`src/rtl/lsu_mem_port_if.sv`:
```
// Request/response and RAM-side signal bundle for the load/store unit.
// slave is the LSU's view; master is the core+RAM side.
interface lsu_mem_port_if #(
    parameter int ADDR_W = 32
);
    logic              req_valid;
    logic              req_ready;
    logic              req_we;
    logic [2:0]        req_funct3;
    logic [ADDR_W-1:0] req_addr;
    logic [31:0]       req_wdata;

    logic              rsp_valid;
    logic [31:0]       rsp_rdata;
    logic              rsp_fault;

    logic              mem_en;
    logic [3:0]        mem_we;
    logic [ADDR_W-1:0] mem_addr;
    logic [31:0]       mem_wdata;
    logic [31:0]       mem_rdata;

    modport slave (
        input  req_valid,
        input  req_we,
        input  req_funct3,
        input  req_addr,
        input  req_wdata,
        input  mem_rdata,
        output req_ready,
        output rsp_valid,
        output rsp_rdata,
        output rsp_fault,
        output mem_en,
        output mem_we,
        output mem_addr,
        output mem_wdata
    );

    modport master (
        output req_valid,
        output req_we,
        output req_funct3,
        output req_addr,
        output req_wdata,
        output mem_rdata,
        input  req_ready,
        input  rsp_valid,
        input  rsp_rdata,
        input  rsp_fault,
        input  mem_en,
        input  mem_we,
        input  mem_addr,
        input  mem_wdata
    );
endinterface

```
`src/rtl/lsu_mem_port.sv`:
```
// RV32I load/store unit: byte/half/word access to a synchronous RAM
// with lane enables, load extension and alignment faults.
module lsu_mem_port #(
    parameter int ADDR_W      = 32,
    parameter int MEM_LATENCY = 1
) (
    input  logic           clk,
    input  logic           reset,
    lsu_mem_port_if.slave  bus
);
    typedef enum logic [1:0] {
        IDLE,
        ISSUE,
        WAIT,
        RESP
    } state_t;

    localparam logic [1:0] LAT_M1 = 2'(MEM_LATENCY - 1);

    state_t            state_q;
    logic              ready_q;
    logic              we_q;
    logic [2:0]        f3_q;
    logic [1:0]        off_q;
    logic [1:0]        cnt_q;
    logic              rsp_valid_q;
    logic [31:0]       rsp_rdata_q;
    logic              rsp_fault_q;
    logic              mem_en_q;
    logic [3:0]        mem_we_q;
    logic [ADDR_W-1:0] mem_addr_q;
    logic [31:0]       mem_wdata_q;

    logic              legal_d;
    logic              fault_d;
    logic              half_d;
    logic              word_d;
    logic [1:0]        off_d;
    logic [3:0]        we_d;
    logic [31:0]       wdata_d;
    logic [ADDR_W-1:0] addr_d;
    logic [31:0]       lane_d;
    logic [31:0]       ext_d;

    assign off_d  = bus.req_addr[1:0];
    assign half_d = bus.req_funct3[1:0] == 2'b01;
    assign word_d = bus.req_funct3[1:0] == 2'b10;
    assign addr_d = {bus.req_addr[ADDR_W-1:2], 2'b00};

    always_comb begin
        legal_d = 1'b0;
        unique case (bus.req_funct3)
            3'b000,
            3'b001,
            3'b010:  legal_d = 1'b1;
            3'b100,
            3'b101:  legal_d = !bus.req_we;
            default: legal_d = 1'b0;
        endcase
    end

    assign fault_d = !legal_d
                   || (half_d && off_d[0])
                   || (word_d && off_d != 2'b00);

    // Lane placement; store data is replicated so any lane sees it.
    always_comb begin
        we_d    = 4'b0000;
        wdata_d = bus.req_wdata;
        if (bus.req_funct3[1:0] == 2'b00) begin
            wdata_d = {4{bus.req_wdata[7:0]}};
            we_d    = 4'b0001 << off_d;
        end else if (half_d) begin
            wdata_d = {2{bus.req_wdata[15:0]}};
            we_d    = 4'b0011 << off_d;
        end else begin
            we_d    = 4'b1111;
        end
        if (!bus.req_we) begin
            we_d = 4'b0000;
        end
    end

    assign lane_d = bus.mem_rdata >> {off_q, 3'b000};

    always_comb begin
        ext_d = lane_d;
        unique case (f3_q)
            3'b000:  ext_d = {{24{lane_d[7]}}, lane_d[7:0]};
            3'b001:  ext_d = {{16{lane_d[15]}}, lane_d[15:0]};
            3'b100:  ext_d = {24'd0, lane_d[7:0]};
            3'b101:  ext_d = {16'd0, lane_d[15:0]};
            default: ext_d = lane_d;
        endcase
    end

    always_ff @(posedge clk) begin
        if (reset) begin
            state_q     <= IDLE;
            ready_q     <= 1'b1;
            we_q        <= 1'b0;
            f3_q        <= 3'b000;
            off_q       <= 2'b00;
            cnt_q       <= 2'b00;
            rsp_valid_q <= 1'b0;
            rsp_rdata_q <= 32'd0;
            rsp_fault_q <= 1'b0;
            mem_en_q    <= 1'b0;
            mem_we_q    <= 4'b0000;
            mem_addr_q  <= '0;
            mem_wdata_q <= 32'd0;
        end else begin
            unique case (state_q)
                IDLE: begin
                    if (bus.req_valid && ready_q) begin
                        ready_q <= 1'b0;
                        we_q    <= bus.req_we;
                        f3_q    <= bus.req_funct3;
                        off_q   <= off_d;
                        if (fault_d) begin
                            state_q     <= RESP;
                            rsp_valid_q <= 1'b1;
                            rsp_fault_q <= 1'b1;
                            rsp_rdata_q <= 32'd0;
                        end else begin
                            state_q     <= ISSUE;
                            mem_en_q    <= 1'b1;
                            mem_we_q    <= we_d;
                            mem_addr_q  <= addr_d;
                            mem_wdata_q <= wdata_d;
                        end
                    end
                end
                ISSUE: begin
                    mem_en_q <= 1'b0;
                    mem_we_q <= 4'b0000;
                    if (we_q) begin
                        state_q     <= RESP;
                        rsp_valid_q <= 1'b1;
                        rsp_fault_q <= 1'b0;
                        rsp_rdata_q <= 32'd0;
                    end else begin
                        state_q <= WAIT;
                        cnt_q   <= LAT_M1;
                    end
                end
                WAIT: begin
                    // Last WAIT cycle is ISSUE+MEM_LATENCY: RAM data valid.
                    if (cnt_q == 2'b00) begin
                        state_q     <= RESP;
                        rsp_valid_q <= 1'b1;
                        rsp_fault_q <= 1'b0;
                        rsp_rdata_q <= ext_d;
                    end else begin
                        cnt_q <= cnt_q - 2'b01;
                    end
                end
                RESP: begin
                    state_q     <= IDLE;
                    rsp_valid_q <= 1'b0;
                    ready_q     <= 1'b1;
                end
                default: state_q <= IDLE;
            endcase
        end
    end

    assign bus.req_ready = ready_q;
    assign bus.rsp_valid = rsp_valid_q;
    assign bus.rsp_rdata = rsp_rdata_q;
    assign bus.rsp_fault = rsp_fault_q;
    assign bus.mem_en    = mem_en_q;
    assign bus.mem_we    = mem_we_q;
    assign bus.mem_addr  = mem_addr_q;
    assign bus.mem_wdata = mem_wdata_q;
endmodule

```
`src/flat_wrapper.sv`:
```
// flat-port wrapper written by rule: the top's interface ports become plain ports
module lsu_mem_port_flat 
#(
    parameter int ADDR_W      = 32,
    parameter int MEM_LATENCY = 1
)
  (clk, reset, bus_req_valid, bus_req_we, bus_req_funct3, bus_req_addr, bus_req_wdata, bus_mem_rdata, bus_req_ready, bus_rsp_valid, bus_rsp_rdata, bus_rsp_fault, bus_mem_en, bus_mem_we, bus_mem_addr, bus_mem_wdata);
  lsu_mem_port_if #(.ADDR_W(ADDR_W)) bus_i ();
  input  logic clk;
  input  logic reset;
  input wire logic [$bits(bus_i.req_valid)-1:0] bus_req_valid;
  input wire logic [$bits(bus_i.req_we)-1:0] bus_req_we;
  input wire logic [$bits(bus_i.req_funct3)-1:0] bus_req_funct3;
  input wire logic [$bits(bus_i.req_addr)-1:0] bus_req_addr;
  input wire logic [$bits(bus_i.req_wdata)-1:0] bus_req_wdata;
  input wire logic [$bits(bus_i.mem_rdata)-1:0] bus_mem_rdata;
  output wire logic [$bits(bus_i.req_ready)-1:0] bus_req_ready;
  output wire logic [$bits(bus_i.rsp_valid)-1:0] bus_rsp_valid;
  output wire logic [$bits(bus_i.rsp_rdata)-1:0] bus_rsp_rdata;
  output wire logic [$bits(bus_i.rsp_fault)-1:0] bus_rsp_fault;
  output wire logic [$bits(bus_i.mem_en)-1:0] bus_mem_en;
  output wire logic [$bits(bus_i.mem_we)-1:0] bus_mem_we;
  output wire logic [$bits(bus_i.mem_addr)-1:0] bus_mem_addr;
  output wire logic [$bits(bus_i.mem_wdata)-1:0] bus_mem_wdata;
  assign bus_i.req_valid = bus_req_valid;
  assign bus_i.req_we = bus_req_we;
  assign bus_i.req_funct3 = bus_req_funct3;
  assign bus_i.req_addr = bus_req_addr;
  assign bus_i.req_wdata = bus_req_wdata;
  assign bus_i.mem_rdata = bus_mem_rdata;
  assign bus_req_ready = bus_i.req_ready;
  assign bus_rsp_valid = bus_i.rsp_valid;
  assign bus_rsp_rdata = bus_i.rsp_rdata;
  assign bus_rsp_fault = bus_i.rsp_fault;
  assign bus_mem_en = bus_i.mem_en;
  assign bus_mem_we = bus_i.mem_we;
  assign bus_mem_addr = bus_i.mem_addr;
  assign bus_mem_wdata = bus_i.mem_wdata;
  lsu_mem_port #(.ADDR_W(ADDR_W), .MEM_LATENCY(MEM_LATENCY)) u_core (.clk(clk), .reset(reset), .bus(bus_i));
endmodule
```
`config.mk`:
```
export PLATFORM = sky130hd
export DESIGN_NAME = lsu_mem_port_flat
export DESIGN_NICKNAME = d
export VERILOG_FILES = /design/src/rtl/lsu_mem_port_if.sv /design/src/rtl/lsu_mem_port.sv /design/src/flat_wrapper.sv
export SDC_FILE = /design/constraint.sdc
export NUM_CORES = 1
export LEC_CHECK = 0
export ABC_AREA = 1
export CAP_MARGIN = 20
export CORE_MARGIN = 3
export CORE_UTILIZATION = 49
export CTS_BUF_LIST = sky130_fd_sc_hd__clkbuf_8
export CTS_CLUSTER_DIAMETER = 50
export DETAILED_ROUTE_END_ITERATION = 10
export GPL_TIMING_DRIVEN = 1
export PLACE_DENSITY = 0.88
export SYNTH_ARGS = -nofsm -noshare
export SYNTH_HDL_FRONTEND = slang
export SYNTH_SLANG_ARGS = --single-unit
```
`constraint.sdc`:
```
create_clock -name clk -period 4.5 [get_ports clk]
set_clock_uncertainty 0.05 [all_clocks]
set_input_delay 0.45 -clock clk [delete_from_list [all_inputs] [get_ports clk]]
set_output_delay 0.45 -clock clk [all_outputs]
set_load 0.01 [all_outputs]
```
======== Word-level counts from Yosys, hierarchy flattened ========
Cells that the tools add are included.
storage, ports and cells
  bits in registers ....................... 112
  input bits .............................. 103
  logic and storage cells ................. 100
cells by class
  add/sub/neg operators ................... 1
  eq/ne operators ......................... 19
  shift-type cells ........................ 3
  multiplexer cells ....................... 36
  bitwise operators ....................... 1
  reductions and logical operators ........ 27
operators with widths
  cell                                                                     number
  32-bit 2-to-1 mux                                                        6
  32-bit one-hot mux with 4 select lines                                   1
  32-bit one-hot mux with 3 select lines                                   1
  32-bit by 5-bit right shift with 32-bit output                           1
  4-bit 2-to-1 mux                                                         5
  3-bit == test, second input constant                                     4
  1-bit 2-to-1 mux                                                         10
  2-bit 2-to-1 mux                                                         5
  3-bit AND reduction                                                      3
  2-bit by 1-bit inequality test with 1-bit output, second input constant  4
  2-bit one-hot mux with 4 select lines                                    1
  4-bit one-hot mux with 2 select lines                                    1
  2-bit nonzero test                                                       4
  2-bit == test, second input constant                                     3
  3-bit by 1-bit == test with 1-bit output, second input constant          2
  2-bit logical NOT                                                        3
  3-bit logical NOT                                                        2
  2-bit inequality test, second input constant                             3
  1-bit one-hot mux with 2 select lines                                    3
  2-bit AND reduction                                                      3
  5-bit AND reduction                                                      1
  2-bit by 1-bit == test with 1-bit output, second input constant          2
  1-bit one-hot mux with 4 select lines                                    1
  2-bit one-hot mux with 2 select lines                                    1
  13 further kinds                                                         17

======== Longest topological paths before layout ========
Gate-level depths: netlist of run 1.
  depth after elaboration ................. 9
  mapped depth ............................ 11
  depth with buffers taken out ............ 10

======== Least setup slack after synthesis of run 1 ========
No wires, ideal clock.
  path kind ............................... register to register
  from .................................... register u_core.state_q[0]
  to ...................................... register u_core.rsp_rdata_q[0], in the netlist u_core.bus.rsp_rdata[0]
  setup time .............................. 0.067 ns
  arrival ................................. 1.576 ns
  required time ........................... 4.383 ns
  path slack .............................. 2.806 ns
  cell stages (with the launch flop) ...... 11
  buffers on the path ..................... 1
  cells stage by stage .................... dfxtp_1 inv_1 ha_1 nand2_1 nand2_1 nor2_2 nand3_4 nor2_4 buf_6 nand2_1 a21oi_2
on the way
  word-level cells in the longest chain between the ends .. 3
  elaborated cells between the ends (all ways) .. 10
  those cells by class .................... eq/ne: 6; mux: 1; reduce/logical: 3
ends and longest elaborated chain
  what                                                                                                     line                 text
  start: declaration                                                                                       lsu_mem_port.sv:20   state_t state_q;
  start signal: assignment                                                                                 lsu_mem_port.sv:99   state_q <= IDLE;
  start signal: assignment                                                                                 lsu_mem_port.sv:121  state_q <= RESP;
  start signal: assignment                                                                                 lsu_mem_port.sv:126  state_q <= ISSUE;
  2-bit by 1-bit == test with 1-bit output (tied with other cells)                                         lsu_mem_port.sv:113  unique case (state_q)
  2-bit by 1-bit inequality test with 1-bit output (no source line) or 3-bit nonzero test (tied branches)  --
  5-bit AND reduction (no source line)                                                                     --
  end signal: assignment                                                                                   lsu_mem_port.sv:153  rsp_rdata_q <= ext_d;
  end: declaration                                                                                         lsu_mem_port.sv:27   logic [31:0] rsp_rdata_q;
Several ways; a longest one is shown, not always the timed one.
A chain may end at the register's enable or synchronous reset.

======== Worst setup path after layout of run 1 ========
  from .................................... register u_core.off_q[0]
  to ...................................... register u_core.rsp_rdata_q[29], in the netlist u_core.bus.rsp_rdata[29]
on the way
  word-level cells in the longest chain between the ends .. 4
ends and longest elaborated chain
  what                                            line                 text
  start: declaration                              lsu_mem_port.sv:24   logic [1:0] off_q;
  start signal: assignment                        lsu_mem_port.sv:103  off_q <= 2'b00;
  start signal: assignment                        lsu_mem_port.sv:119  off_q <= off_d;
  32-bit by 5-bit right shift with 32-bit output  lsu_mem_port.sv:84   assign lane_d = bus.mem_rdata >> {off_q, 3'b000};
  32-bit one-hot mux with 4 select lines          lsu_mem_port.sv:88   unique case (f3_q)
  32-bit 2-to-1 mux                               lsu_mem_port.sv:149  if (cnt_q == 2'b00) begin
  32-bit one-hot mux with 3 select lines          lsu_mem_port.sv:113
No other way between the ends. The select of a mux whose other input is x is not followed.

==> impl_metrics.yaml, run 1 <==
clocking:
  h-tree-depth: 3
  clock_latency_ns: 0.37
  cts_tree: "done"
  ctsResizeCount: 0
  postCtsHoldBufs: 0
  cts-buffers-inserted: 9
  clk_pin_slew_ns: 0.11
  root_buffer: "clkbuf_8"
  cts_buffer_depth: 2
  numClockSinks: 112
  cts_setup_buffers: 0
critical_path:
  crit_path_top_delay_cell: "dfxtp_1"
  path_cells: "inv_2, nand2_1, nand3_1, nand3_4, nand3_4, nand3_1, a21oi_1"
  crit_buf_inv: 1
  path_delay_family: "flip-flops"
  worstSetupEndpointType: "flop"
  arrival_ns: 2.81
  worst_path_largest_cell_delay_ns: 0.92
  crit_type: "reg -> reg"
  crit_fanout: 41
  worstPathRequired_ns: 4.67
  worstSetupStartpointType: "flop"
global_route:
  antenna_found_initial: 0
  grt_max_degree: 92
  grt_overflow: 0
  grt_usage_pct: 25.8
  grt_pass1_wl_um: 24900
  grt_pass1_vias: 5145
power:
  power_mw: 3.34
  leakage_nw: 2.90
  power.density_nw_per_um2: 446
  irDropWorstVdd_mv: 0.288
drt:
  route.detailed.drc: 0
  drt-wirelength-per-cell_um: 15.0
  detail-route-antenna-nets: 0
  dr.pass1.iters: 5
  drtIter0Drc: 374
  detail_route.vias_per_cell: 5.25
  num_vias: 5670
  wl_um: 16100
placed_design:
  hpwl_um: 11600
  placedInstanceArea_um2: 7260
  gp_congestion: 0.885
  numPortBuffers: 204
yosys:
  synth_top_family_by_area: "simple AND/OR/NAND/NOR gates"
  synth_seq_area_share_pct: 42.2
  yosys.cell_types.count: 31
  synth-xor-area-share_pct: 0
  synthesis.instances: 770
  synth.mux.area_fraction_pct: 0
  synthTopCellsByArea: "dfxtp_1 42%, nand2_1 20%, a21oi_1 13%"
  synth-simple-area-share_pct: 29.6
  synth_compound_area_share_pct: 18.1
  synth_area_um2: 5310
  yosysTopAreaCell: "dfxtp_1"
  synth_seq_cells: 112
  synth_top_area_share_pct: 42.2
  avgSynthCellArea_um2: 6.89
  synth_fa_ha_area_share_pct: 2.12
  synth_warnings: 0
floorplan:
  die_area_um2: 12100
  core_area_um2: 10400
  die_y_um: 110
  floorplan.initialDensity_pct: 51.0
  row_count: 37
  fp.dieW_um: 110
  pin_count: 207
cells_and_area:
  postLayoutCellArea_um2: 7480
  fin_nets: 1050
  fin_util_pct: 71.8
  area_growth_pct: 40.9
  antenna_cells: 0
  drive_gt1_share_pct: 4.45
sta:
  finalSetupViolations: 0
  grt_setup_unrepaired: "false"
  tightest_slew_ns: 0.953
  fin_crit_sh_pct: 58.6
  finalSetupTns_ns: 0
  max_slew_margin_pct: 36.5
  period_minus_slack_ns: 2.64
  hold_viol_final: 0
  fmaxAchievable_ghz: 0.379
  final_max_slew_viol_count: 0
hold_path:
  hp-class: "reg -> reg"
run_status:
  status: "completed"
flow_run:
  drv_cap: 0
==> power by group <==
group          internal (mW)  total [mW]  switching (mW)
logic                  0.598        1.49           0.888
registers               1.14        1.27           0.128
clock network          0.214       0.582           0.368
==> metrics by stage <==
stage	hold slack, ns	setup slack, ns	instances
CTS	0.421	1.88	1078
finish	0.421	1.86	1079
global route	0.439	1.62	1079
global placement	0.401	1.78	1062
floorplan	0.389	2.81	771
detailed placement	0.404	1.67	1062
==> cells in the mapped netlist (all sizes together) <==
master  instances
nand2         287
a21oi         144
dfxtp         112
nand3          56
buf            36
o21ai          31
inv            29
nor2           27
clkbuf         19
ha              9
a31oi           7
nand3b          3
o22ai           3
clkinv          2
or2             2
a221o           1
conb            1
o21a            1
==> layout by cell type, fill, tap and decap left out <==
master,n
dfxtp_1,112
buf_4,6
nand2_2,3
nand3_1,52
clkinv_1,1
nand3b_1,3
clkinv_8,1
o21ai_0,31
nand3_2,1
or2_0,1
nand3_4,3
o21a_1,1
or2_2,1
inv_2,4
a31oi_1,7
inv_8,2
nor2_4,2
buf_2,1
ha_1,9
nand2_1,283
clkinv_4,2
a21oi_1,143
conb_1,2
inv_1,26
nor2_1,23
clkdlybuf4s50_1,203
a21oi_2,1
clkinv_2,2
nor2_2,2
nand2_4,1
buf_16,1
o22ai_1,3
a221o_1,1
clkbuf_8,9
==> layer usage <==
layer	up-vias	track usage (%)	routed length (um)
met5	-	0	0
met4	0	9.80	514
met3	40	4.31	1180
met2	239	42.0	7760
met1	2546	34.4	6690
li1	2845	-	-
==> cell type report <==
cell class / count / area, um2
clock buffers: 9 / 124
clock inverters: 7 / 65.1
well taps: 136 / 170
multi-input cells: 573 / 2650
flip-flops and latches: 112 / 2240
inverters: 31 / 118
repair buffers: 211 / 2110
fillers: 919 / 2940
==> tightest hold or removal path, stage by stage (launching register included) <==
cell     delay, ns
dfxtp_1       0.32
nand2_1       0.06
a21oi_1       0.05
==> path summary, 6_finish.rpt <==
| kind | start | to | slack (ns) | cells past startpoint |
|---|---|---|---|---|
| max | u_core.off_q[0]$_SDFFE_PP0P_ | u_core.bus.rsp_rdata[29]$_SDFFE_PP0P_ | 1.86 | 7 |
| min | u_core.bus.mem_wdata[3]$_SDFFE_PP0P_ | u_core.bus.mem_wdata[3]$_SDFFE_PP0P_ | 0.42 | 2 |
| max reg2reg | u_core.off_q[0]$_SDFFE_PP0P_ | u_core.bus.rsp_rdata[29]$_SDFFE_PP0P_ | 1.86 | 7 |
| min reg2reg | u_core.bus.mem_wdata[3]$_SDFFE_PP0P_ | u_core.bus.mem_wdata[3]$_SDFFE_PP0P_ | 0.42 | 2 |
==> sequential cells by signal, indices dropped and copies added (netlist names) <==
register and cells:
u_core.off_q 2, u_core.bus.mem_wdata 32, u_core.bus.rsp_rdata 32, u_core.bus.rsp_fault 1
u_core.cnt_q 2, u_core.f3_q 3, u_core.we_q 1, u_core.bus.mem_addr 30
u_core.bus.mem_en 1, u_core.bus.mem_we 4, u_core.state_q 2, u_core.bus.req_ready 1
u_core.bus.rsp_valid 1
==> logic make-up after synthesis <==
| family | count (synthesis) |
|---|---|
| other | 1 |
| AO/OA/AOI/OAI | 187 |
| buffers and inverters | 86 |
| flip-flops | 112 |
| AND/OR/NAND/NOR | 375 |
| adder cells (fa/ha/maj) | 9 |
No activity file was read; power rests on OpenSTA's default activity.
==> inputs of run 2 (changes only) <==
--- a/config.mk
+++ b/config.mk
@@ -8,12 +8,12 @@
 export ABC_AREA = 1
 export CAP_MARGIN = 20
 export CORE_MARGIN = 3
-export CORE_UTILIZATION = 49
+export CORE_UTILIZATION = 41
 export CTS_BUF_LIST = sky130_fd_sc_hd__clkbuf_8
 export CTS_CLUSTER_DIAMETER = 50
 export DETAILED_ROUTE_END_ITERATION = 10
 export GPL_TIMING_DRIVEN = 1
-export PLACE_DENSITY = 0.88
+export PLACE_DENSITY = 0.79
 export SYNTH_ARGS = -nofsm -noshare
 export SYNTH_HDL_FRONTEND = slang
 export SYNTH_SLANG_ARGS = --single-unit
==> constraint.sdc (replaced) <==
create_clock -name clk -period 2.2 [get_ports clk]
set_clock_uncertainty 0.05 [all_clocks]
set_input_delay 0.22 -clock clk [delete_from_list [all_inputs] [get_ports clk]]
set_output_delay 0.22 -clock clk [all_outputs]
set_load 0.01 [all_outputs]
==> run 2 against run 1 <==
  * Maximum frequency rose by 37%
  * Critical endpoint is now u_core.bus.rsp_rdata[0]$_SDFFE_PP0P_
  * Global-route usage fell by 3.9 points
  * Sequential power rose by 98%
  * Worst hold slack got worse by 0.11 ns
  * Die area rose by 18%
  * First-iteration DRC count rose by 43%
  * Highest routed layer unchanged
  * Utilization fell by 9.2 points
  * Design area rose by 3.0%
  * Routed wire length rose by 0.14%
  * Sequential cell count did not move
  * Setup slack got worse by 1.6 ns
  * Clock power rose by 130%
==> impl_metrics.yaml, run 2 (synthesis gave the netlist of run 1 again) <==
drt:
  dr.pass1.iters: 5
  maxUsedRoutingLayer: "met4"
  route.detailed.drc: 0
  drt-wirelength-per-cell_um: 14.4
  num_vias: 5593
  wl_met1_um: 7000
  met2_length_um: 7530
  detail_route.vias_per_cell: 4.97
  drtIter0Drc: 533
  wl_met3_um: 1140
  detail-route-antenna-nets: 0
  wl_um: 16200
critical_path:
  reg2reg_depth: 10
  arrival_ns: 2.19
  crit_fanout: 12
  worstSetupStartpointType: "flop"
  worstPathRequired_ns: 2.46
  worstSetupEndpointType: "flop"
  crit_type: "reg -> reg"
floorplan:
  fp.dieW_um: 120
  core_area_um2: 12300
  pin_count: 207
  die_area_um2: 14300
  floorplan.initialDensity_pct: 43.1
  row_count: 40
  die_y_um: 120
power:
  seqPwrFrac_pct: 34.8
  leakage_nw: 2.98
  power.internal_mw: 4.35
  irDropWorstVdd_mv: 0.488
  netSwitchingFraction_pct: 39.7
  power.density_nw_per_um2: 937
  power_frac_comb_pct: 46.9
  power_mw: 7.22
  clockPowerShare_pct: 18.3
  switchingPower_mw: 2.87
placed_design:
  hpwl_um: 11600
  placedInstanceArea_um2: 7440
  numPortBuffers: 204
  gp_congestion: 0.843
cells_and_area:
  drive_gt1_share_pct: 5.96
  mostFrequentLayoutCells: "283 x nand2_1, 203 x clkdlybuf4s50_1, 143 x a21oi_1, 112 x dfxtp_1, 52 x nand3_1"
  fillers: 1129
  postLayoutCellArea_um2: 7700
  fin_nets: 1064
  area_growth_pct: 45.1
  mostFrequentLayoutCell: "nand2_1"
  antenna_cells: 0
  fin_util_pct: 62.6
global_route:
  grt_overflow: 0
  grt_pass1_vias: 5254
  grt_pass1_wl_um: 25600
  grt_usage_pct: 22.0
  antenna_found_initial: 0
  grt_max_degree: 92
sta:
  finalSetupTns_ns: 0
  fin_crit_sh_pct: 87.5
  tightest_slew_ns: 0.622
  period_minus_slack_ns: 1.93
  fmaxAchievable_ghz: 0.519
  max_slew_margin_pct: 58.5
  hold_viol_final: 0
  grt_setup_unrepaired: "false"
  whs_ns: 0.316
  final_max_slew_viol_count: 0
  finalSetupViolations: 0
clocking:
  clk_pin_slew_ns: 0.11
  h-tree-depth: 3
  cts_tree: "done"
  root_buffer: "clkbuf_8"
  numClockSinks: 112
  ctsResizeCount: 0
  clock_latency_ns: 0.38
  postCtsHoldBufs: 0
  cts-buffers-inserted: 9
  cts_buffer_depth: 2
hold_path:
  hp-class: "in -> reg"
  hold_path_depth: 3
run_status:
  status: "completed"
flow_run:
  drv_cap: 0
## run 2: changes by cell type in the layout (fill, tap and decap cells not counted)
cell        change
clkinv_8        -1
clkinv_2        -1
clkinv_4        -2
inv_8           -1
clkinvlp_4      +2
clkbuf_8        +1
buf_16          -1
inv_1           -1
buf_12          +6
bufinv_16       +1
inv_6           +2
buf_4           +9
## run 2: final timing paths
| path | from | endpoint | slack [ns] |
|---|---|---|---|
| max reg2reg | u_core.state_q[0]$_SDFFE_PP0P_ | u_core.bus.rsp_rdata[0]$_SDFFE_PP0P_ | 0.27 |
| min reg2reg | u_core.bus.mem_wdata[3]$_SDFFE_PP0P_ | u_core.bus.mem_wdata[3]$_SDFFE_PP0P_ | 0.42 |
| min | reset | u_core.bus.mem_addr[18]$_SDFFE_PP0P_ | 0.32 |
| max | u_core.state_q[0]$_SDFFE_PP0P_ | u_core.bus.rsp_rdata[0]$_SDFFE_PP0P_ | 0.27 |
## run 2: power by group through the flow
stage               Sequential (mW)  Combinational (mW)  Clock [mW]
CTS                            2.51                3.25        1.36
global route                   2.55                3.73        1.45
floorplan                      2.64                1.97           0
global placement               2.55                3.20           0
finish                         2.51                3.38        1.32
detailed placement             2.55                3.24           0
## run 2: worst max-delay path, cell delays in order, from the launching register on
cell and delay [ns]:
dfxtp_1 0.43, inv_1 0.09, ha_1 0.30, nand2_1 0.13
nand2_1 0.08, nor2_2 0.17, nand3_4 0.13, nor2_4 0.16
buf_12 0.14, nand2_1 0.07, a21oi_2 0.13
## run 2: layout make-up
cell class                 count  area, um2  share of cell area, %
sequential                   112       2240                   29.1
clock buffer                  10        138                   1.79
timing repair buffer         225       2270                   29.5
clock inverter                 6       73.8                  0.958
multi-input combinational    573       2650                   34.4
tap                          168        210                   2.73
inverter                      31        118                   1.53
## run 2: what timing repair did
item	CTS	global route
hold endpoints to repair	0	0
buffers inserted	0	3
endpoints found under the setup margin	0	22
## run 2: layer usage
layer | track usage [%] | vias to the layer above
met3 | 4.29 | 31
met1 | 28.2 | 2473
met5 | 0 | -
met4 | 9.66 | 0
met2 | 35.9 | 213
li1 | - | 2876
## run 2: stage by stage
| stage | std cells | worst slack [ns] |
|---|---|---|
| 3_3_place_gp | 1106 | 0.179 |
| 6_report | 1125 | 0.275 |
| 2_1_floorplan | 771 | 0.506 |
| 5_1_grt | 1125 | 0.0735 |
| 3_5_place_dp | 1106 | 0.118 |
| 4_1_cts | 1122 | 0.161 |
